### src/rtl/seven_seg_scanner_if.sv
// seven_seg_scanner_if
//   Bundles the display scanner's upstream controls and display-side outputs.
//   The scanner module is the slave; the upstream driver or bench is the master.
//   Signals:
//     ena        : scanner enable (qualifies load and scanning)
//     load       : one-cycle strobe, data_in valid this cycle
//     data_in    : 8 hex nibbles, nibble 0 = data_in[3:0]
//     an         : digit anodes, active-low, an[i] = digit i (digit 0 rightmost)
//     seg        : cathodes, active-low, seg[0]=a ... seg[6]=g
//     frame_done : one-cycle pulse at the end of each 8-digit frame
interface seven_seg_scanner_if;
  logic        ena;
  logic        load;
  logic [31:0] data_in;
  logic [7:0]  an;
  logic [6:0]  seg;
  logic        frame_done;

  modport master (
    output ena, load, data_in,
    input  an, seg, frame_done
  );

  modport slave (
    input  ena, load, data_in,
    output an, seg, frame_done
  );
endinterface

### src/rtl/seven_seg_scanner.sv
// seven_seg_scanner
//   Time-multiplexed driver for an 8-digit common-anode seven-segment display.
//   A prescaler produces one tick every REFRESH_DIV clocks; each tick advances
//   the digit index. A 32-bit word captured from upstream is held in a pending
//   register and only copied into the displayed word at a frame boundary (tick
//   on digit 7), so a frame never mixes digits of two words.
//
//   Parameters:
//     REFRESH_DIV : clk cycles per digit slot, 2..2^20
//   Ports:
//     clk  : clock, all state on rising edge
//     rst  : synchronous, active-high reset
//     bus  : seven_seg_scanner_if.slave (ena, load, data_in -> an, seg, frame_done)
//
//   Build option:
//     LEADING_ZERO_BLANK_EN : when defined, digits above the most significant
//                             non-zero nibble keep their anode off (digit 0 is
//                             always lit). When undefined no blanking logic exists.
module seven_seg_scanner #(
  parameter int REFRESH_DIV = 100000
) (
  input  logic          clk,
  input  logic          rst,
  seven_seg_scanner_if.slave bus
);

  localparam int CNT_W = $clog2(REFRESH_DIV);
  localparam logic [CNT_W-1:0] CNT_MAX = CNT_W'(REFRESH_DIV - 1);

  // Active-low gfedcba hex decode.
  function automatic logic [6:0] seg_decode(input logic [3:0] nib);
    logic [6:0] s;
    case (nib)
      4'h0: s = 7'b1000000;
      4'h1: s = 7'b1111001;
      4'h2: s = 7'b0100100;
      4'h3: s = 7'b0110000;
      4'h4: s = 7'b0011001;
      4'h5: s = 7'b0010010;
      4'h6: s = 7'b0000010;
      4'h7: s = 7'b1111000;
      4'h8: s = 7'b0000000;
      4'h9: s = 7'b0010000;
      4'hA: s = 7'b0001000;
      4'hB: s = 7'b0000011;
      4'hC: s = 7'b1000110;
      4'hD: s = 7'b0100001;
      4'hE: s = 7'b0000110;
      default: s = 7'b0001110;
    endcase
    return s;
  endfunction

`ifdef LEADING_ZERO_BLANK_EN
  // Digit i is lit when it is digit 0 or any nibble from i upward is non-zero.
  function automatic logic lead_lit(input logic [31:0] w, input logic [2:0] i);
    logic [31:0] upper;
    upper = w >> {i, 2'b00};
    return (i == 3'd0) || (upper != 32'd0);
  endfunction
`endif

  logic [CNT_W-1:0] cnt_p0;
  logic [2:0]       idx_p0;
  logic [31:0]      display_p0;
  logic [31:0]      pending_p0;
  logic             pend_p0;

  logic [7:0]       an_p1;
  logic [6:0]       seg_p1;
  logic             frame_done_p1;

  logic             tick;
  logic             boundary;
  logic             capture;
  logic [3:0]       nibble;
  logic             digit_lit;

  assign tick     = bus.ena && (cnt_p0 == CNT_MAX);
  assign boundary = tick && (idx_p0 == 3'd7);
  assign capture  = bus.ena && bus.load;
  assign nibble   = display_p0[{idx_p0, 2'b00} +: 4];

`ifdef LEADING_ZERO_BLANK_EN
  assign digit_lit = lead_lit(display_p0, idx_p0);
`else
  assign digit_lit = 1'b1;
`endif

  // Stage p0: prescaler and digit index; both hold while ena is low.
  always_ff @(posedge clk) begin
    if (rst) begin
      cnt_p0 <= '0;
      idx_p0 <= 3'd0;
    end else if (bus.ena) begin
      if (tick) begin
        cnt_p0 <= '0;
        idx_p0 <= idx_p0 + 3'd1;
      end else begin
        cnt_p0 <= cnt_p0 + 1'b1;
      end
    end
  end

  // Stage p0: word capture. A load on the boundary cycle bypasses pending so it
  // lands in the very next frame; otherwise the last load before the boundary wins.
  always_ff @(posedge clk) begin
    if (rst) begin
      display_p0 <= 32'd0;
      pending_p0 <= 32'd0;
      pend_p0    <= 1'b0;
    end else if (boundary) begin
      if (capture) begin
        display_p0 <= bus.data_in;
      end else if (pend_p0) begin
        display_p0 <= pending_p0;
      end
      pend_p0 <= 1'b0;
    end else if (capture) begin
      pending_p0 <= bus.data_in;
      pend_p0    <= 1'b1;
    end
  end

  // Stage p1: registered anode/cathode drive and frame pulse.
  always_ff @(posedge clk) begin
    if (rst) begin
      an_p1         <= 8'hFF;
      seg_p1        <= 7'h7F;
      frame_done_p1 <= 1'b0;
    end else begin
      frame_done_p1 <= boundary;
      if (bus.ena && digit_lit) begin
        an_p1 <= ~(8'b1 << idx_p0);
      end else begin
        an_p1 <= 8'hFF;
      end
      if (bus.ena) begin
        seg_p1 <= seg_decode(nibble);
      end else begin
        seg_p1 <= 7'h7F;
      end
    end
  end

  assign bus.an         = an_p1;
  assign bus.seg        = seg_p1;
  assign bus.frame_done = frame_done_p1;

endmodule

### src/flat_wrapper.sv
// flat-port wrapper written by rule: the top's interface ports become plain ports
module seven_seg_scanner_flat 
#(
  parameter int REFRESH_DIV = 100000
)
  (clk, rst, bus_ena, bus_load, bus_data_in, bus_an, bus_seg, bus_frame_done);
  seven_seg_scanner_if bus_i ();
  input  logic clk;
  input  logic rst;
  input wire logic [$bits(bus_i.ena)-1:0] bus_ena;
  input wire logic [$bits(bus_i.load)-1:0] bus_load;
  input wire logic [$bits(bus_i.data_in)-1:0] bus_data_in;
  output wire logic [$bits(bus_i.an)-1:0] bus_an;
  output wire logic [$bits(bus_i.seg)-1:0] bus_seg;
  output wire logic [$bits(bus_i.frame_done)-1:0] bus_frame_done;
  assign bus_i.ena = bus_ena;
  assign bus_i.load = bus_load;
  assign bus_i.data_in = bus_data_in;
  assign bus_an = bus_i.an;
  assign bus_seg = bus_i.seg;
  assign bus_frame_done = bus_i.frame_done;
  seven_seg_scanner #(.REFRESH_DIV(REFRESH_DIV)) u_core (.clk(clk), .rst(rst), .bus(bus_i));
endmodule
### config.mk
export PLATFORM = sky130hd
export DESIGN_NAME = seven_seg_scanner_flat
export DESIGN_NICKNAME = d
export VERILOG_FILES = /design/src/rtl/seven_seg_scanner_if.sv /design/src/rtl/seven_seg_scanner.sv /design/src/flat_wrapper.sv
export SDC_FILE = /design/constraint.sdc
export NUM_CORES = 1
export LEC_CHECK = 0
export CAP_MARGIN = 20
export CORE_ASPECT_RATIO = 1.75
export CORE_MARGIN = 4
export CORE_UTILIZATION = 45
export CTS_CLUSTER_DIAMETER = 40
export DETAILED_ROUTE_END_ITERATION = 16
export PLACE_DENSITY_LB_ADDON = 0.12
export SKIP_CTS_REPAIR_TIMING = 1
export SLEW_MARGIN = 20
export SYNTH_ARGS = -nofsm -noshare
export SYNTH_HDL_FRONTEND = slang
export SYNTH_SLANG_ARGS = --single-unit
### constraint.sdc
create_clock -name clk -period 2.9 [get_ports clk]
set_input_delay 0.435 -clock clk [delete_from_list [all_inputs] [get_ports clk]]
set_output_delay 0.435 -clock clk [all_outputs]
set_load 0.01 [all_outputs]
# Word-level counts from Yosys, hierarchy flattened
# Memories as Yosys holds them, arrays and structs flattened. A register that Yosys moved wholly into a read port is not among the register bits.
# Index checks and enable logic that the tools add are counted.
# totals
reg_bits	94
mem_bits_ro	112
input_bits	36
out_inout_bits	16
wordCells	29
n_memories	1
# mem_list
memory	depth	word_bits	rd	rd_ports_with_merged_regs	wr	line	rtl
(no name shown)	16	7	1	1	0	seven_seg_scanner.sv:33	case (nib)
# op_classes
add_sub_neg	2
eq_ne	2
n_shift	2
n_mux	3
n_bitwise	3
reduce_logical	9
# ops
operator	count
32-bit 2-to-1 mux	2
32-bit by 6-bit indexed part select with 4-bit output	1
17-bit by 1-bit adder with 17-bit output, second input constant	1
17-bit == test, second input constant	1
17-bit 2-to-1 mux	1
8-bit inverter	1
1-bit by 3-bit << shifter with 8-bit output, first input constant	1
2-bit AND reduction	3
2-bit OR reduction	2
3-bit by 1-bit adder with 3-bit output, second input constant	1
3-bit == test, second input constant	1
1-bit logical AND	3
1-bit inverter	2
2-bit nonzero test	1

# Logic depth before layout (Yosys ltp)
# Gate-level depths: netlist of run 1.
# depth
depth_word	5
mapped_depth	9
ltp_nobuf	8

# Worst setup path before layout of run 1
# Ideal clock, no wire load.
# synth_timing
path_kind	register -> register
start	reg u_core.idx_p0[0]
end	reg u_core.seg_p1[6], in the netlist u_core.bus.seg[6]
setup_ps	122
arrival_time_ps	2309
required_time_ps	2778
slack_ps	469
stages_incl_launch_ff	10
n_path_buf	1
cell_sequence	dfxtp_1 > buf_4 > mux4_2 > mux2i_1 > inv_1 > ha_1 > inv_1 > nor3_1 > a21o_1 > a221o_1
# synth_between
elab_chain_len	1
# synth_rtl
item	line	rtl
from (decl)	seven_seg_scanner.sv:64	logic [2:0] idx_p0;
from (signal assigned)	seven_seg_scanner.sv:98	idx_p0 <= idx_p0 + 3'd1;
32-bit by 6-bit indexed part select with 4-bit output	seven_seg_scanner.sv:82	assign nibble = display_p0[{idx_p0, 2'b00} +: 4];
to (decl)	seven_seg_scanner.sv:70	logic [6:0] seg_p1;
# Every way passes these cells.
# A chain may end at the register's enable or synchronous reset.

# Final worst setup path of run 1
# Ends and elaborated chain as after synthesis.

==> results.md, run 1 <==
- Total GRT Usage: 18.05%
- Worst vdd ir: 308.7 uV
- Sw Ratio: 21.05%
- Avg Cell Area, Syn: 9.159 sq um
- Seq/Total Area, Yosys: 44.42%
- Post-DR wirelength/cell: 15.44 microns
- Starting Density: roughly 46%
- Slew of the pin with the lowest slew margin: 624.5 ps
- FFs w/ async S/R, synth: 0%
- Flops & latches, synth: ~100
- Clk network pwr share: between 40 and 50%
- Leakage power: 1.932 nW
- Post-synthesis compound-gate area fraction: between 9 and 10%
- Pins over their slew limit: 0
- # setup viols final: 0
- HP Class: reg -> reg
- PwrDens: 530.3 mW/mm^2
- Non-filler instance count after layout: 662
- Final Hold Vio Count: 0
- Critical path class: reg -> reg
- Grt ovf: 0
- Num CTS Buffers: 9
- Placed cells: 647
- Antenna Cells: 0
- Io pins: 52
- DIE AREA: 0.01185 sq mm
- Worst skew pair latency: 340 ps
- Horiz. Die Dim: 84.03 microns
- Share of the synthesized area in the top cell type: 44.42%
- DRC Markers: 0
- Synth area leader: dfxtp_1
- Core ar.: about 0.0098 sq mm
- CP Launch Type: flop
- Vias per inst: 5.456
- Clock sink count: 101
- Initial drt markers: 158
- Synth warn: 0
- Root buffer cell: clkbuf_16
- Leading post-synthesis cells by cell area: dfxtp_1 (44%), mux2i_1 (8.8%), nor2_1 (7.3%)
- CTS tree: yes
- DR pass1 iterations: 5
- CTS max path bufs: 2
- Multiplexer share of the synthesized area: 12.56%
- Post-Synth XOR/XNOR Area: 3.079%
- Unique masters post-synth: 50
- Layout cells sized above 1: 7.635%
- CTS H-tree lvls: 3
- Unrepaired setup endpoints after global routing: false
- Synthesized net count: roughly 550
- Largest family of logic cells by synthesized area: simple AND/OR/NAND/NOR gates
- Clock skew: between 6 and 7 ps
- Post-Route Setup TNS: 0 ps
- Post-synth EDFFs: 0
- Gpl congestion: 0.8787
- Simple-Gate Fraction of Synth Area: 21.94%
- Worst slew margin: 57.78%
- Fmax: 414.7 MHz
- Cell Area, Synth: roughly 0.0046 sq mm
- Placement Rows: between 40 and 50
- Sequential share of power: between 40% and 50%
- Status: completed
- Post-layout min period: 2411 ps
- Final wirelength: 10.22 mm
- Largest net degree at the start of global routing: 65
- DRT antenna net count: 0
- PortBufs: 51
- Post-DP HPWL: just over 7 mm
- Area growth, synth to finish: 20.09%
- Seq. cell area: 0.002022 sq mm
- DR vias: 3612
- Crit. End Element: flop
- Worst-path clk slew: 70 ps
- Fin crit share: 83.15%
- Crit path max fanout: 8
- Final nets: ~580
- Area taken by multi-input logic gates: 0.002322 sq mm
- Main synth FF type: dfxtp_1
- WP data arrival: roughly 2600 ps
- Psw: 0.6101 mW
- Vias in the first global route: around 3.7k
- Fill cells: 914
- Die Span Y: 141.0 microns
- Post-Synth Adder-Cell Area: 3.299%
- Initial antenna violation count: 0
- Max Cap Viol: 0
- Power Internal: 2.289 mW
- Worst Path Required: 3120 ps
- First-pass GRT wire length: 17.55 mm
- Syn Inst Count: 497
- Comb pwr share: 7.0%
final timing paths:
kind | from | to | slack (ps) | cells past startpoint
max | u_core.idx_p0[0]$_SDFFE_PP0P_ | u_core.bus.seg[6]$_SDFF_PP1_ | 490 | 8
min | u_core.pending_p0[17]$_SDFFE_PP0P_ | u_core.display_p0[17]$_SDFFE_PP0P_ | 480 | 2
max reg2reg | u_core.idx_p0[0]$_SDFFE_PP0P_ | u_core.bus.seg[6]$_SDFF_PP1_ | 490 | 8
min reg2reg | u_core.pending_p0[17]$_SDFFE_PP0P_ | u_core.display_p0[17]$_SDFFE_PP0P_ | 480 | 2
cell type report:
cell class | count | share of cell area, %
sequential | 101 | 36.99
tap | 125 | 2.861
clock buffer | 11 | 4.440
clock inverter | 4 | 1.328
multi-input combinational | 350 | 42.48
inverter | 8 | 0.5493
timing repair buffer | 63 | 11.35
worst max-delay path, stage by stage (launching register included):
cell and delay (ps):
dfxtp_1 590, mux4_2 580, mux2i_1 190, inv_1 100, ha_1 200, inv_1 90, nor3_1 80, a21o_1 170
a221o_1 290
through the flow:
| step | util, % | setup WS, ps | power [mW] | cell area (sq um) | hold slack (ps) |
|---|---|---|---|---|---|
| after floorplan | - | 469.4 | 1.573 | 4552 | 457.7 |
| after global placement | 52.30 | 518.5 | 1.665 | 5151 | 464.9 |
| after detailed placement | 52.30 | 477.9 | 1.670 | 5151 | 471.7 |
| after CTS | 55.50 | 455.9 | 2.934 | 5466 | 483.0 |
| after global routing | 55.50 | 225.8 | 3.016 | 5466 | 496.6 |
| final | 55.50 | 488.8 | 2.899 | 5466 | 481.2 |
cell usage in the layout (no fill, tap or decap), drive strengths merged, types with 4 or more instances in the layout:
| cell | netlist | routed |
|---|---|---|
| mux4 | 6 | 6 |
| ha | 12 | 12 |
| xnor2 | 9 | 9 |
| clkdlybuf4s50 | 0 | 50 |
| nand4 | 4 | 4 |
| mux2i | 41 | 41 |
| nand2b | 5 | 5 |
| and3 | 6 | 6 |
| a311oi | 32 | 32 |
| buf | 17 | 13 |
| nor3 | 9 | 9 |
| nor2 | 88 | 88 |
| nand3 | 44 | 44 |
| clkbuf | 21 | 11 |
| nand2 | 48 | 48 |
| inv | 7 | 7 |
| dfxtp | 101 | 101 |
| xor2 | 7 | 7 |
logic make-up after synthesis:
group,Yosys count
fa+ha+maj,12
mux,49
flops,101
compound gates,54
simple gates,219
xor+xnor,16
buf+inv,46
registers in the layout (all words and copies together), names as in the netlist:
| register | count |
|---|---|
| u_core.bus.an | 8 |
| u_core.bus.frame_done | 1 |
| u_core.bus.seg | 7 |
| u_core.cnt_p0 | 17 |
| u_core.display_p0 | 32 |
| u_core.idx_p0 | 3 |
| u_core.pend_p0 | 1 |
| u_core.pending_p0 | 32 |
cells in the mapped netlist, drive strengths merged, types with 3 or more instances:
| cell type | count |
|---|---|
| a21oi | 3 |
| a221o | 3 |
| a311oi | 32 |
| and3 | 6 |
| buf | 17 |
| clkbuf | 21 |
| dfxtp | 101 |
| ha | 12 |
| inv | 7 |
| mux2i | 41 |
| mux4 | 6 |
| nand2 | 48 |
| nand2b | 5 |
| nand3 | 44 |
| nand4 | 4 |
| nor2 | 88 |
| nor2b | 3 |
| nor3 | 9 |
| nor4b | 3 |
| o21ai | 3 |
| xnor2 | 9 |
| xor2 | 7 |
power groups by stage:
stage	sequential (mW)	clock [mW]	combinational, mW
after floorplan	1.46	0	0.111
after detailed placement	1.46	0	0.206
final	1.43	1.26	0.204
after CTS	1.43	1.30	0.207
after global routing	1.43	1.36	0.225
after global placement	1.46	0	0.203
metal layers:
metal  wire length, microns  global-route usage (%)  share of wire (%)  vias up
met3                    301                   3.216                2.9       23
met4                    299                   7.627                2.9        0
met2                   5366                   32.85                 53       64
met1                   4251                   20.35                 42     1690
met5                      0                       0                  0        -
li1                       -                       -                  -     1835
No activity file was read; power rests on OpenSTA's default activity.
==> run 2: changes to the inputs <==
==> constraint.sdc (replaced) <==
create_clock -name clk -period 2 [get_ports clk]
set_input_delay 0.3 -clock clk [delete_from_list [all_inputs] [get_ports clk]]
set_output_delay 0.3 -clock clk [all_outputs]
set_load 0.01 [all_outputs]
==> run 2 against run 1 <==
Compared with the run above:
- the run now ends with setup timing left
- setup slack got worse by 590 ps
- via count grew 8.8%
- sequential share of layout area decreased by 3.6 points
- cell count grew 7.9%
- register-to-register slack worse by 590 ps
- routed wire length increased by 17%
- clock power is 36% higher
- die area stayed put
- core utilization up 6.4 points
==> results.md, run 2 (synthesized netlist as in run 1, its figures left out) <==
- Status: finished with violations
- Failing checks: setup timing
- Final Util: 61.86%
- CTS tree: yes
- Placement Rows: between 40 and 50
- Antenna Cells: 0
- Worst skew pair latency: roughly 350 ps
- Crit. End Element: flop
- Initial antenna violation count: 0
- CTS H-tree lvls: 3
- Commonest non-fill, non-tap cell in the layout: dfxtp_1
- # setup viols final: 9
- Fin crit share: 104.9%
- Pins over their slew limit: 0
- Final nets: 632
- First-pass GRT wire length: about 18 mm
- Die Span Y: 141.0 microns
- Io pins: 52
- Non-filler instance count after layout: between 700 and 800
- DRT antenna net count: 0
- Gpl congestion: 0.8696
- CTS max path bufs: 2
- CP Launch Type: flop
- Clk network pwr share: 41.4%
- Comb pwr share: 8.6%
- Grt ovf: 0
- DR vias: roughly 3.9k
- DR pass1 iterations: 4
- Power Internal: 3.111 mW
- Post-layout min period: 2097 ps
- Core ar.: 0.009849 sq mm
- Final WS setup: -97.08 ps
- Post-DP HPWL: 7.967 mm
- Sequential share of power: 50.1%
- Worst-path clk slew: 70 ps
- Placed cells: approximately 690
- WP data arrival: 2330 ps
- Vias per inst: 5.503
- Max Cap Viol: 0
- Worst slew margin: 63.48%
- Reg2Reg Depth: 8
- PortBufs: 51
- Vias in the first global route: 3830
- HP Class: in -> reg
- Root buffer cell: clkbuf_16
- Met3 WL post-DR: 332 microns
- DIE AREA: 0.01185 sq mm
- Crit path max fanout: 7
- Horiz. Die Dim: 84.03 microns
- Clock skew: 7.109 ps
- Area growth, synth to finish: 33.86%
- Layout cells sized above 1: between 15 and 20%
- Fmax: 476.9 MHz
- Flop2flop setup slack: -100 ps
- Critical Path Start: u_core.idx_p0[0]$_SDFFE_PP0P_
- Slew of the pin with the lowest slew margin: 547.9 ps
- WL met2: ~6.8 mm
- Met1 Wirelength: 4.622 mm
- Psw: 1.025 mW
- PwrDens: 678.7 mW/mm^2
- Total power draw: ~4.1 mW
- Starting Density: 46.21%
- Final wirelength: 12.01 mm
- Clock sink count: 101
- Reg2reg end: u_core.bus.seg[6]$_SDFF_PP1_
- Worst r2r src: u_core.idx_p0[0]$_SDFFE_PP0P_
- Worst vdd ir: 550.9 uV
- Critical path class: reg -> reg
- Total GRT Usage: 18.95%
- Worst Path Required: 2240 ps
- Initial drt markers: 185
- Post-DR wirelength/cell: 16.82 microns
- Leakage power: ~2.2 nW
- Most frequent cells in the layout: dfxtp_1 (97), nor2_1 (88), clkdlybuf4s50_1 (50)
- DRC Markers: 0
- Largest net degree at the start of global routing: 54
- Num CTS Buffers: 9
- Final Hold Vio Count: 0
- Largest registers: u_core.display_p0 (32), u_core.pending_p0 (32), u_core.cnt_p0 (17)
- Unrepaired setup endpoints after global routing: true
- Uppermost layer routed: met4
- Final hold slack: 415.1 ps
- Sw Ratio: 24.78%
- CP endpoint: u_core.bus.seg[6]$_SDFF_PP1_
- Post-Route Setup TNS: -348.6 ps
==> run 2: worst min path at each step <==
stage,startpoint,end,slack (ps),depth (start not counted)
2_1_floorplan,bus_data_in[0],u_core.pending_p0[0]$_SDFFE_PP0P_,450,2
3_3_place_gp,u_core.pending_p0[22]$_SDFFE_PP0P_,u_core.display_p0[22]$_SDFFE_PP0P_,470,2
3_5_place_dp,u_core.pending_p0[14]$_SDFFE_PP0P_,u_core.display_p0[14]$_SDFFE_PP0P_,480,2
4_1_cts,rst,u_core.bus.an[7]$_SDFF_PP1_,410,4
5_1_grt,rst,u_core.bus.an[3]$_SDFF_PP1_,440,4
6_report,rst,u_core.bus.an[3]$_SDFF_PP1_,420,4
==> run 2: critical path, cell delays in order, from the launching register on <==
cell and delay (ps):
dfxtp_4 410, mux4_2 540, mux2i_4 220, inv_2 90
ha_4 170, inv_4 60, nor3_4 40, a21o_1 170
a221o_1 280
==> run 2: layer usage <==
layer  global-route usage (%)  vias to the layer above
met5                        0                        -
met4                    7.542                        0
met3                    2.924                       23
met2                    35.26                       74
met1                    21.16                     1890
li1                         -                     1942
==> run 2: cell type report <==
cell class,count,area [sq um]
flip-flops and latches,101,2032
clock buffers,9,225.2
well taps,125,156.4
fillers,866,3756
inverters,8,32.53
multi-input cells,350,2446
repair buffers,114,1139
clock inverters,7,62.56
==> run 2: per-stage QoR <==
step	area [sq um]	worst slack, ps
floorplan	4597	-122.9
global placement	5487	-56.83
detailed placement	5487	-77.59
CTS	5774	-93.83
global route	6093	-203.3
finish	6093	-97.08
==> run 2: power groups by stage <==
stage	sequential (mW)	combinational, mW	clock (mW)
floorplan	2.12	0.161	0
global placement	2.12	0.317	0
detailed placement	2.12	0.319	0
CTS	2.07	0.320	1.75
global route	2.08	0.385	1.83
finish	2.07	0.354	1.71
==> run 3: changes to the inputs <==
--- a/config.mk
+++ b/config.mk
@@ -6,9 +6,11 @@
 export NUM_CORES = 1
 export LEC_CHECK = 0
 export CAP_MARGIN = 20
+export CELL_PAD_IN_SITES_DETAIL_PLACEMENT = 0
+export CELL_PAD_IN_SITES_GLOBAL_PLACEMENT = 1
 export CORE_ASPECT_RATIO = 1.75
 export CORE_MARGIN = 4
-export CORE_UTILIZATION = 45
+export CORE_UTILIZATION = 39
 export CTS_CLUSTER_DIAMETER = 40
 export DETAILED_ROUTE_END_ITERATION = 16
 export PLACE_DENSITY_LB_ADDON = 0.12
==> constraint.sdc (replaced) <==
create_clock -name clk -period 1.8 [get_ports clk]
set_input_delay 0.27 -clock clk [delete_from_list [all_inputs] [get_ports clk]]
set_output_delay 0.27 -clock clk [all_outputs]
set_load 0.01 [all_outputs]
==> run 3 against run 2 <==
Compared with the run above:
- the run still ends with setup timing left
- sequential share of layout area shrank 1.9 points
- total power grew 10%
- non-clock buffer count is 21 higher
- setup slack worse by 240 ps
- core utilization down 5.6 points
- via count rose by 3.5%
- critical path type unchanged
==> results.md, run 3 (synthesized netlist as in run 1, its figures left out) <==
- Die Span Y: 150.9 microns
- Grt ovf: 0
- Met1 usage: 20.71%
- WP data arrival: 2350 ps
- Gpl congestion: 0.8869
- Vias per inst: 5.465
- Antenna Cells: 0
- DRT antenna net count: 0
- Unrepaired setup endpoints after global routing: true
- Total power draw: 4.555 mW
- Non-filler instance count after layout: 744
- Most frequent cells in the layout: dfxtp_1 (95), buf_4 (63), nor2_1 (56)
- CP Launch Type: flop
- Post-DP HPWL: 8.641 mm
- PwrDens: 702.5 mW/mm^2
- Slowest-stage cell, CP: or3_4
- Pins over their slew limit: 0
- Largest registers: u_core.display_p0 (32), u_core.pending_p0 (32), u_core.cnt_p0 (17)
- Num CTS Buffers: 9
- CP max stage delay: 380 ps
- CTS H-tree lvls: 3
- Crit path max-delay family: simple AND/OR/NAND/NOR gates
- Crit path max fanout: 7
- DIE AREA: 0.01353 sq mm
- Worst-path cell chain: or3_4, nor3_2, buf_4, and4bb_4, buf_12, nor2_1, a311oi_1
- First-pass GRT wire length: 19.17 mm
- Clock sink count: around 100
- Crit. End Element: flop
- CTS max path bufs: 2
- Area growth, synth to finish: 42.44%
- Max Cap Viol: 0
- DR pass1 iterations: 5
- Post-DR wirelength/cell: 18.37 microns
- Layout cells sized above 1: 28.74%
- DR vias: 4066
- PortBufs: 51
- Initial drt markers: 164
- HP Class: in -> reg
- Vias in the first global route: approximately 3.8k
- M2 GR Usage: 34.31%
- Global route hottest layer: met2
- Worst slew margin: 71.77%
- Worst Path Required: around 2000 ps
- Worst skew pair latency: 350 ps
- Status: finished with violations
- Initial antenna violation count: 0
- Final nets: ~650
- Largest net degree at the start of global routing: between 50 and 60
- Starting Density: 39.53%
- Commonest non-fill, non-tap cell in the layout: dfxtp_1
- Slew of the pin with the lowest slew margin: 412.8 ps
- Met3 usage: about 2.7%
- Placed cells: 713
- Worst-path clk slew: 70 ps
- Fin crit share: 118.7%
- Io pins: 52
- Total GRT Usage: 18.61%
- Final WS setup: -337.2 ps
- # setup viols final: 89
- Post-Route Setup TNS: -9617 ps
- Worst vdd ir: around 500 uV
- Placement Rows: 52
- Root buffer cell: clkbuf_16
- Final Hold Vio Count: 0
- Failing checks: setup timing
- Leakage power: about 2.4 nW
- Post-layout min period: 2137 ps
- Core ar.: 0.01152 sq mm
- DRC Markers: 0
- Final Util: between 50% and 60%
- Horiz. Die Dim: 89.67 microns
- Buf/Inv on CP: 2
- Final wirelength: 13.67 mm
- CTS tree: yes
- Critical path class: reg -> reg
- Fmax: 467.9 MHz
- Clock skew: approximately 6.4 ps
[run 3: cell types whose count changed in the layout (fill, tap and decap cells not counted), moves of 4 or more]
cell / change
nor2_4: +12
nor2_2: +20
inv_6: -4
buf_6: +5
nor2_1: -32
buf_4: +14
[run 3: final cells by class]
| class | instances | area [sq um] |
|---|---|---|
| clock buffer | 11 | 254.0 |
| clock inverter | 4 | 22.52 |
| fill | 1064 | 5032 |
| inverter | 8 | 30.03 |
| multi-input combinational | 350 | 2621 |
| sequential | 101 | 2037 |
| tap | 135 | 168.9 |
| timing repair buffer | 135 | 1350 |
[run 3: power by group]
part	internal (mW)	switching (mW)	leakage (nW)
Sequential	2.28	0.0212	0.824
Combinational	0.200	0.202	1.44
Clock	1.01	0.846	0.136
[run 3: metrics by stage]
step                cell area [sq um]  hold slack, ps  setup slack [ps]
finish                           6484           245.6            -337.2
detailed placement               5665           471.1            -281.3
floorplan                        4612           417.2            -322.9
CTS                              5942           236.8            -293.5
global placement                 5665           463.7            -220.0
global route                     6484           262.8            -393.8
[run 3: layer usage]
metal / share of wire [%] / vias up
met5: 0 / -
met4: 4.1 / 0
met3: 3.7 / 36
met2: 56 / 115
met1: 37 / 1941
li1: - / 1974
[run 3: path summary, 6_finish.rpt]
kind                                                         start                            endpoint  slack (ps)  cells past startpoint
worst max register to register       u_core.cnt_p0[5]$_SDFFE_PP0P_   u_core.display_p0[3]$_SDFFE_PP0P_        -340                      7
worst min register to register  u_core.pending_p0[23]$_SDFFE_PP0P_  u_core.display_p0[23]$_SDFFE_PP0P_         480                      2
worst max-delay path                 u_core.cnt_p0[5]$_SDFFE_PP0P_   u_core.display_p0[3]$_SDFFE_PP0P_        -340                      7
worst min-delay path                                           rst  u_core.display_p0[30]$_SDFFE_PP0P_         250                      2
